===== src/rtl/fb_access_arbiter_pkg.sv =====
// Shared types and constants for the frame-buffer access arbiter.
package fb_access_arbiter_pkg;

    localparam int unsigned PIX_W         = 15;
    localparam int unsigned DEFAULT_DEPTH = 76800;
    localparam int unsigned ID_W          = 2;

    typedef enum logic [1:0] {
        ST_IDLE    = 2'd0,
        ST_GRANT   = 2'd1,
        ST_RELEASE = 2'd2
    } arb_state_e;

endpackage


===== src/rtl/fb_access_arbiter_rr_picker.sv =====
// Combinational round-robin select: first requester after ptr_i, wrapping.
module rr_picker
    import fb_access_arbiter_pkg::*;
#(
    parameter int unsigned NUM_REQ = 3
)(
    input  logic [NUM_REQ-1:0] req_i,
    input  logic [ID_W-1:0]    ptr_i,
    output logic               valid_o,
    output logic [ID_W-1:0]    idx_o
);

    logic [ID_W-1:0] cand;

    // Scan from farthest to nearest so the nearest hit after ptr_i wins.
    always_comb begin
        valid_o = 1'b0;
        idx_o   = '0;
        cand    = '0;
        for (int i = NUM_REQ; i >= 1; i--) begin
            cand = ID_W'((32'(ptr_i) + 32'(i)) % NUM_REQ);
            if (req_i[cand]) begin
                valid_o = 1'b1;
                idx_o   = cand;
            end
        end
    end

endmodule


===== src/rtl/fb_access_arbiter.sv =====
// Round-robin frame-buffer arbiter with hold timeout and per-client lockout.
module fb_access_arbiter
    import fb_access_arbiter_pkg::*;
#(
    parameter int unsigned NUM_REQ  = 3,
    parameter int unsigned depth    = DEFAULT_DEPTH,
    parameter int unsigned addrBits = $clog2(depth),
    parameter int unsigned MAX_HOLD = 131072
)(
    input  logic                         sobel_clk,
    input  logic                         reset,
    input  logic [NUM_REQ-1:0]           rq,
    output logic [NUM_REQ-1:0]           ack,
    input  logic [NUM_REQ*addrBits-1:0]  cli_addr,
    input  logic [NUM_REQ-1:0]           cli_we,
    input  logic [NUM_REQ*PIX_W-1:0]     cli_wdata,
    output logic [addrBits-1:0]          mem_addr,
    output logic                         mem_we,
    output logic [PIX_W-1:0]             mem_wdata,
    output logic                         mem_en,
    output logic [ID_W-1:0]              grant_id,
    output logic                         timeout_err
);

    localparam int unsigned HOLD_W = (MAX_HOLD > 2) ? $clog2(MAX_HOLD) : 1;
    localparam logic [HOLD_W-1:0] HOLD_LAST = HOLD_W'(MAX_HOLD - 1);

    arb_state_e        state_q, state_d;
    logic [ID_W-1:0]   grant_id_q, grant_id_d;
    logic [ID_W-1:0]   last_grant_q, last_grant_d;
    logic [NUM_REQ-1:0] mask_q, mask_d;
    logic [HOLD_W-1:0] hold_q, hold_d;
    logic              timeout_q, timeout_d;

    logic              pick_valid;
    logic [ID_W-1:0]   pick_idx;
    int unsigned       sel;

    rr_picker #(
        .NUM_REQ (NUM_REQ)
    ) u_picker (
        .req_i   (rq & ~mask_q),
        .ptr_i   (last_grant_q),
        .valid_o (pick_valid),
        .idx_o   (pick_idx)
    );

    // State and bookkeeping registers, synchronous reset.
    always_ff @(posedge sobel_clk) begin
        if (reset) begin
            state_q      <= ST_IDLE;
            grant_id_q   <= '0;
            last_grant_q <= ID_W'(NUM_REQ - 1);
            mask_q       <= '0;
            hold_q       <= '0;
            timeout_q    <= 1'b0;
        end else begin
            state_q      <= state_d;
            grant_id_q   <= grant_id_d;
            last_grant_q <= last_grant_d;
            mask_q       <= mask_d;
            hold_q       <= hold_d;
            timeout_q    <= timeout_d;
        end
    end

    // Next-state: arbitrate in IDLE, hold/timeout in GRANT, one gap cycle in RELEASE.
    always_comb begin
        state_d      = state_q;
        grant_id_d   = grant_id_q;
        last_grant_d = last_grant_q;
        mask_d       = mask_q & rq;      // a low request lifts the lockout
        hold_d       = hold_q;
        timeout_d    = 1'b0;
        unique case (state_q)
            ST_IDLE: begin
                if (pick_valid) begin
                    state_d    = ST_GRANT;
                    grant_id_d = pick_idx;
                    hold_d     = '0;
                end
            end
            ST_GRANT: begin
                if (!rq[grant_id_q]) begin
                    state_d = ST_RELEASE;
                end else if (hold_q == HOLD_LAST) begin
                    state_d            = ST_RELEASE;
                    timeout_d          = 1'b1;
                    mask_d[grant_id_q] = 1'b1;
                end else begin
                    hold_d = hold_q + HOLD_W'(1);
                end
            end
            ST_RELEASE: begin
                last_grant_d = grant_id_q;
                state_d      = ST_IDLE;
            end
            default: begin
                state_d = ST_IDLE;
            end
        endcase
    end

    // Bus mux: granted client's slice while GRANT, zeros otherwise.
    always_comb begin
        sel         = 32'(grant_id_q);
        mem_en      = (state_q == ST_GRANT);
        ack         = '0;
        mem_addr    = '0;
        mem_wdata   = '0;
        mem_we      = 1'b0;
        if (mem_en) begin
            ack       = NUM_REQ'(1) << grant_id_q;
            mem_addr  = cli_addr[sel*addrBits +: addrBits];
            mem_wdata = cli_wdata[sel*PIX_W +: PIX_W];
            mem_we    = cli_we[grant_id_q];
        end
        grant_id    = grant_id_q;
        timeout_err = timeout_q;
    end

endmodule


===== config.mk =====
export PLATFORM = sky130hd
export DESIGN_NAME = fb_access_arbiter
export DESIGN_NICKNAME = d
export VERILOG_FILES = /design/src/rtl/fb_access_arbiter_pkg.sv /design/src/rtl/fb_access_arbiter_rr_picker.sv /design/src/rtl/fb_access_arbiter.sv
export SDC_FILE = /design/constraint.sdc
export NUM_CORES = 1
export LEC_CHECK = 0
export ABC_AREA = 1
export CORE_MARGIN = 2
export CORE_UTILIZATION = 42
export DETAILED_ROUTE_END_ITERATION = 8
export GPL_ROUTABILITY_DRIVEN = 0
export PLACE_DENSITY = 0.87
export SLEW_MARGIN = 30
export SYNTH_ARGS = -nofsm -noshare
export SYNTH_HDL_FRONTEND = slang
export SYNTH_SLANG_ARGS = --single-unit

===== constraint.sdc =====
create_clock -name sobel_clk -period 3.4 [get_ports sobel_clk]
set_input_delay 0.68 -clock sobel_clk [delete_from_list [all_inputs] [get_ports sobel_clk]]
set_output_delay 0.68 -clock sobel_clk [all_outputs]
set_load 0.02 [all_outputs]

==> Word-level counts from Yosys, hierarchy flattened <==
Index checks and enable logic that the tools add are counted.
{ "totals": {"register_bits": 27, "output_inout_bits": 40, "in_bits": 104} }
{ "classes": {"eq_ne": 7, "add_sub_neg": 4, "n_reduce_logical": 7, "n_shift": 3, "multipliers": 2, "n_bitwise": 6, "order_cmp": 5, "mux": 34, "n_div": 3} }
{ "ops": {"columns": ["op", "count"], "rows": [
  ["32-bit by 2-bit remainder unit with 32-bit output (second input constant)", 3],
  ["17-bit two-way mux", 4],
  ["51-bit by 8-bit variable part select with 17-bit output", 1],
  ["45-bit by 7-bit variable part select with 15-bit output", 1],
  ["17-bit case mux with 2 select lines", 1],
  ["17-bit by 1-bit adder with 17-bit output (second input constant)", 1],
  ["17-bit equality test (second input constant)", 1],
  ["15-bit two-way mux", 1],
  ["2-bit by 3-bit < comparator with 1-bit output (second input constant)", 4],
  ["2-bit two-way mux", 6],
  ["3-bit two-way mux", 4],
  ["1-bit two-way mux", 11],
  ["1-bit binary-select mux with 2-bit select", 5],
  ["2-bit by 5-bit multiplier with 7-bit output (second input constant)", 1],
  ["2-bit by 2-bit adder with 3-bit output (second input constant)", 2],
  ["3-bit bitwise AND", 2],
  ["2-bit by 4-bit multiplier with 6-bit output (second input constant)", 1],
  ["2-bit inequality test (second input constant)", 2],
  ["2-bit case mux with 2 select lines", 1],
  ["2-bit AND reduction", 2],
  ["4-bit AND reduction", 1],
  ["2-bit by 1-bit adder with 3-bit output (second input constant)", 1],
  ["3-bit by 2-bit inequality test with 1-bit output (second input constant)", 1],
  ["3-bit NOT", 1],
  ["other kinds (12)", 13]
]} }

==> Depth between registers and ports, before layout <==
{ "depth": {"depth_word": 9, "ltp_mapped": 14, "depth_no_buf": 14} }

==> Modules after synthesis <==
From an unflattened synthesis, not the netlist that was laid out.
{ "hier_totals": {"cells_unflattened": 445, "area_unflattened_um2": 2398.6} }
{ "by_module_without_submodules": {"columns": ["module", "instances", "area_per_inst_um2", "cells_per_inst", "seq_area_each_um2"], "rows": [
  ["fb_access_arbiter", 1, 2189.6, 405, 540.5],
  ["rr_picker", 1, 209.0, 40, 0.0]
]} }

==> Least setup slack after synthesis <==
Ideal clock, no wire load.
{ "synth_timing": {"path_kind": "register -> output", "start": "register grant_id_q[1] (netlist: grant_id[1])", "end": "output mem_addr[0]", "arrival_time_ps": 1509, "path_stages_with_launch": 8, "n_path_buf": 1, "setup_slack_ps": 1211, "required_ps": 2720, "path_cell_list": "dfxtp_1 > inv_2 > nor2_4 > inv_1 > nor2_2 > buf_2 > nand2_1 > nand3_1"} }
{ "synth_via": {"elab_chain_len": 3} }
{ "synth_rtl": {"columns": ["item", "line", "text"], "rows": [
  ["start: declaration", "fb_access_arbiter.sv:29", "logic [ID_W-1:0] grant_id_q, grant_id_d;"],
  ["start signal: assignment", "fb_access_arbiter.sv:59", "grant_id_q <= grant_id_d;"],
  ["2-bit by 5-bit multiplier with 7-bit output", "fb_access_arbiter.sv:114", "mem_addr = cli_addr[sel*addrBits +: addrBits];"],
  ["51-bit by 8-bit variable part select with 17-bit output", "fb_access_arbiter.sv:114", null],
  ["17-bit two-way mux", "fb_access_arbiter.sv:112", "if (mem_en) begin"],
  ["end: declaration", "fb_access_arbiter.sv:17", "output logic [addrBits-1:0] mem_addr,"]
]} }
Every way passes these cells.

==> Worst setup path after layout <==
{ "layout_timing": {"start": "register grant_id_q[1] (netlist: grant_id[1])", "end": "output mem_wdata[13]"} }
{ "layout_via": {"elab_chain_len": 3} }
{ "layout_rtl": {"columns": ["item", "line", "text"], "rows": [
  ["2-bit by 4-bit multiplier with 6-bit output", "fb_access_arbiter.sv:115", "mem_wdata = cli_wdata[sel*PIX_W +: PIX_W];"],
  ["45-bit by 7-bit variable part select with 15-bit output", "fb_access_arbiter.sv:115", null],
  ["15-bit two-way mux", "fb_access_arbiter.sv:112", null],
  ["end: declaration", "fb_access_arbiter.sv:19", "output logic [PIX_W-1:0] mem_wdata,"]
]} }
Every way passes these cells.

==> qor.yml <==
clock.fmax_mhz: 327.2
status: "finished, final reports clean"
fin_skew_ns: 0.003018
setup_viol: 0
grt_pass1_vias: 3123
netlist.area_leader.share_pct: 24.10
port-buffer-count: 143
finalSetupTns_ns: 0
slowest_stage: "clkdlybuf4s50_1"
peakVddDrop_uv: 324.1
syn_avg_cell_area_um2: 5.635
drtIter0Drc: 256
vias: 3349
antenna_cells: 0
nNetsFinal: 691
dpl.hpwl_um: 6898
cts_htree_levels: 1
grt.total_usage_pct: 25.72
die_width_um: 81.27
leakage_nw: 1.719
power.total_w: 0.002208
worstPathCellList: "inv_2 -> nor2_4 -> inv_1 -> nor2_2 -> nand2_1 -> nand3_1 -> clkdlybuf4s50_1"
finalHoldViolCount: 0
cts_max_path_buffers: 2
crit_type: "register to output pin"
clockRootBuffer: "clkbuf_8"
synth.largest_area_cell: "nand2_1"
dp_cells: 652
synth-edff-count: 0
wl_per_cell_um: 13.15
post_drt_via_cell_ratio: 5.105
grt-ovfl-total: 0
swShare_pct: 50.37
slowest_delay_ns: 0.64
synth_cells: 445
clkPwrFrac_pct: 8.3
fin_crit_sh_pct: 89.90
yosysMostFrequentCell: "nand2_1"
grt_pass1_wl_um: 13760
numCtsBuffers: 3
placeableCoreArea_um2: 5851
rows: 28
antenna_found_initial: 0
syn_nets: 554
synthTopCellsByArea: "nand2_1 24%, dfxtp_1 22%, nand3_1 17%, inv_1 6.7%, nor2_1 4.0%"
drc: 0
grt_max_degree: 23
combPwrFrac_pct: 74.7
clkLatencyLatePin_ns: 0.27
drive_above_1_share_pct: 5.336
ys_seq_area_share_pct: 21.56
antenna_left: 0
die_area_um2: 6604
synth_commonest_cells: "161 x nand2_1, 84 x nand3_1, 45 x inv_1"
cts_tree: "done"
drt_wl_total_um: 8628
cap_violations: 0
end_kind: "output pin"
slew_headroom_pct: 56.28
ys_warn_count: 0
synthFlopType: "dfxtp_1"
rsz0062_at_grt: "no"
pin_count: 144
cp_max_fo: 20
postLayoutCoreUtil_pct: 68.88
cts_hold_buf: 0
die_height_um: 81.27
place_ws_ns: 0.6363
worst_slew_pin_slew_ns: 0.6551
p_int_w: 0.001096
finalNonFillerCells: 656
cts-resized-gates: 0
areaGrowthSynthToFinish_pct: 60.73
clk_pin_slew_ns: 0.09
clock_sinks: 27
post-cts-setup-buffers: 0
synth_cell_type_count: 33
power.density_nw_per_um2: 547.8
period_minus_slack_ns: 3.057
start_util_pct: 42.86
power_frac_seq_pct: 17.0
min_path_type: "register to register"
cp.arrival_ns: 2.38
first_pass_iters: 5
critPathRequiredTime_ns: 2.72
synth_seq_cells: 27
p_switching_w: 0.001112
async_flop_share_pct: 0
syn_area_um2: 2507
slew_violations: 0
layout_setup_ws_ns: 0.3434
setup.worst_path.start_class: "register"
-- routing by layer --
| metal | vias to the layer above | routed length, um | global-route usage (%) |
|---|---|---|---|
| li1 | 1711 | - | - |
| met1 | 1455 | 3602 | 32.03 |
| met2 | 159 | 4063 | 42.79 |
| met3 | 24 | 671 | 7.000 |
| met4 | 0 | 290 | 8.305 |
| met5 | - | 0 | 0 |
-- power groups by stage --
stage	Clock [W]	Combinational, W	Sequential, W
after floorplan	0	0.00102	0.000390
after global placement	0	0.00163	0.000381
after detailed placement	0	0.00165	0.000383
after CTS	0.000188	0.00165	0.000375
after global routing	0.000200	0.00181	0.000379
final	0.000183	0.00165	0.000375
-- path summary, 6_finish.rpt --
check | start | cells past startpoint | slack, ns | endpoint
min reg2reg | hold_q[16] | 2 | 0.46 | hold_q[16]
max | grant_id[1] | 7 | 0.34 | mem_wdata[13]
max reg2reg | hold_q[0] | 14 | 0.96 | hold_q[1]
min | hold_q[16] | 2 | 0.46 | hold_q[16]
-- placed cells by master (no fill, tap or decap), drive strengths merged --
| master | instances |
|---|---|
| clkbuf | 4 |
| o31ai | 1 |
| o21bai | 1 |
| nand3 | 87 |
| xnor2 | 1 |
| nand2 | 165 |
| a21oi | 19 |
| o32ai | 1 |
| ha | 5 |
| xor2 | 2 |
| clkdlybuf4s50 | 143 |
| nor3 | 14 |
| buf | 7 |
| nand4 | 7 |
| o21ai | 8 |
| nor3b | 3 |
| nor2 | 32 |
| o211ai | 1 |
| dfxtp | 27 |
| nand3b | 3 |
| inv | 50 |
-- worst max-delay path: cells and delay by family, from the launching register on --
family        cells  cell delay (ns)
simple gates      4             0.84
buf+inv           3             0.88
flops             1             0.38
-- registers in the layout, indices dropped and copies added, names as in the netlist --
signal and flops:
last_grant_q 2, mask_q 3, state_q 2, timeout_err 1
grant_id 2, hold_q 17
-- cell type report --
class	instances	area, um2
well taps	75	93.84
inverters	50	187.7
multi-input cells	350	1679
fillers	515	1821
flip-flops and latches	27	540.5
repair buffers	150	1484
clock buffers	4	45.04
-- kinds of logic after synthesis --
logic type,Yosys count,share of synthesized area (%)
compound gates,31,6.986
xor+xnor,3,1.048
fa+ha+maj,5,2.495
buf+inv,68,11.48
flops,27,21.56
simple gates,311,56.44
-- per-stage QoR --
step | hold slack [ns] | cell area (um2)
floorplan | 0.4253 | 2507
finish | 0.4619 | 4030
detailed placement | 0.4518 | 3985
CTS | 0.4657 | 4030
global placement | 0.4401 | 3985
global route | 0.4811 | 4030
(Power assumes the default switching activity.)
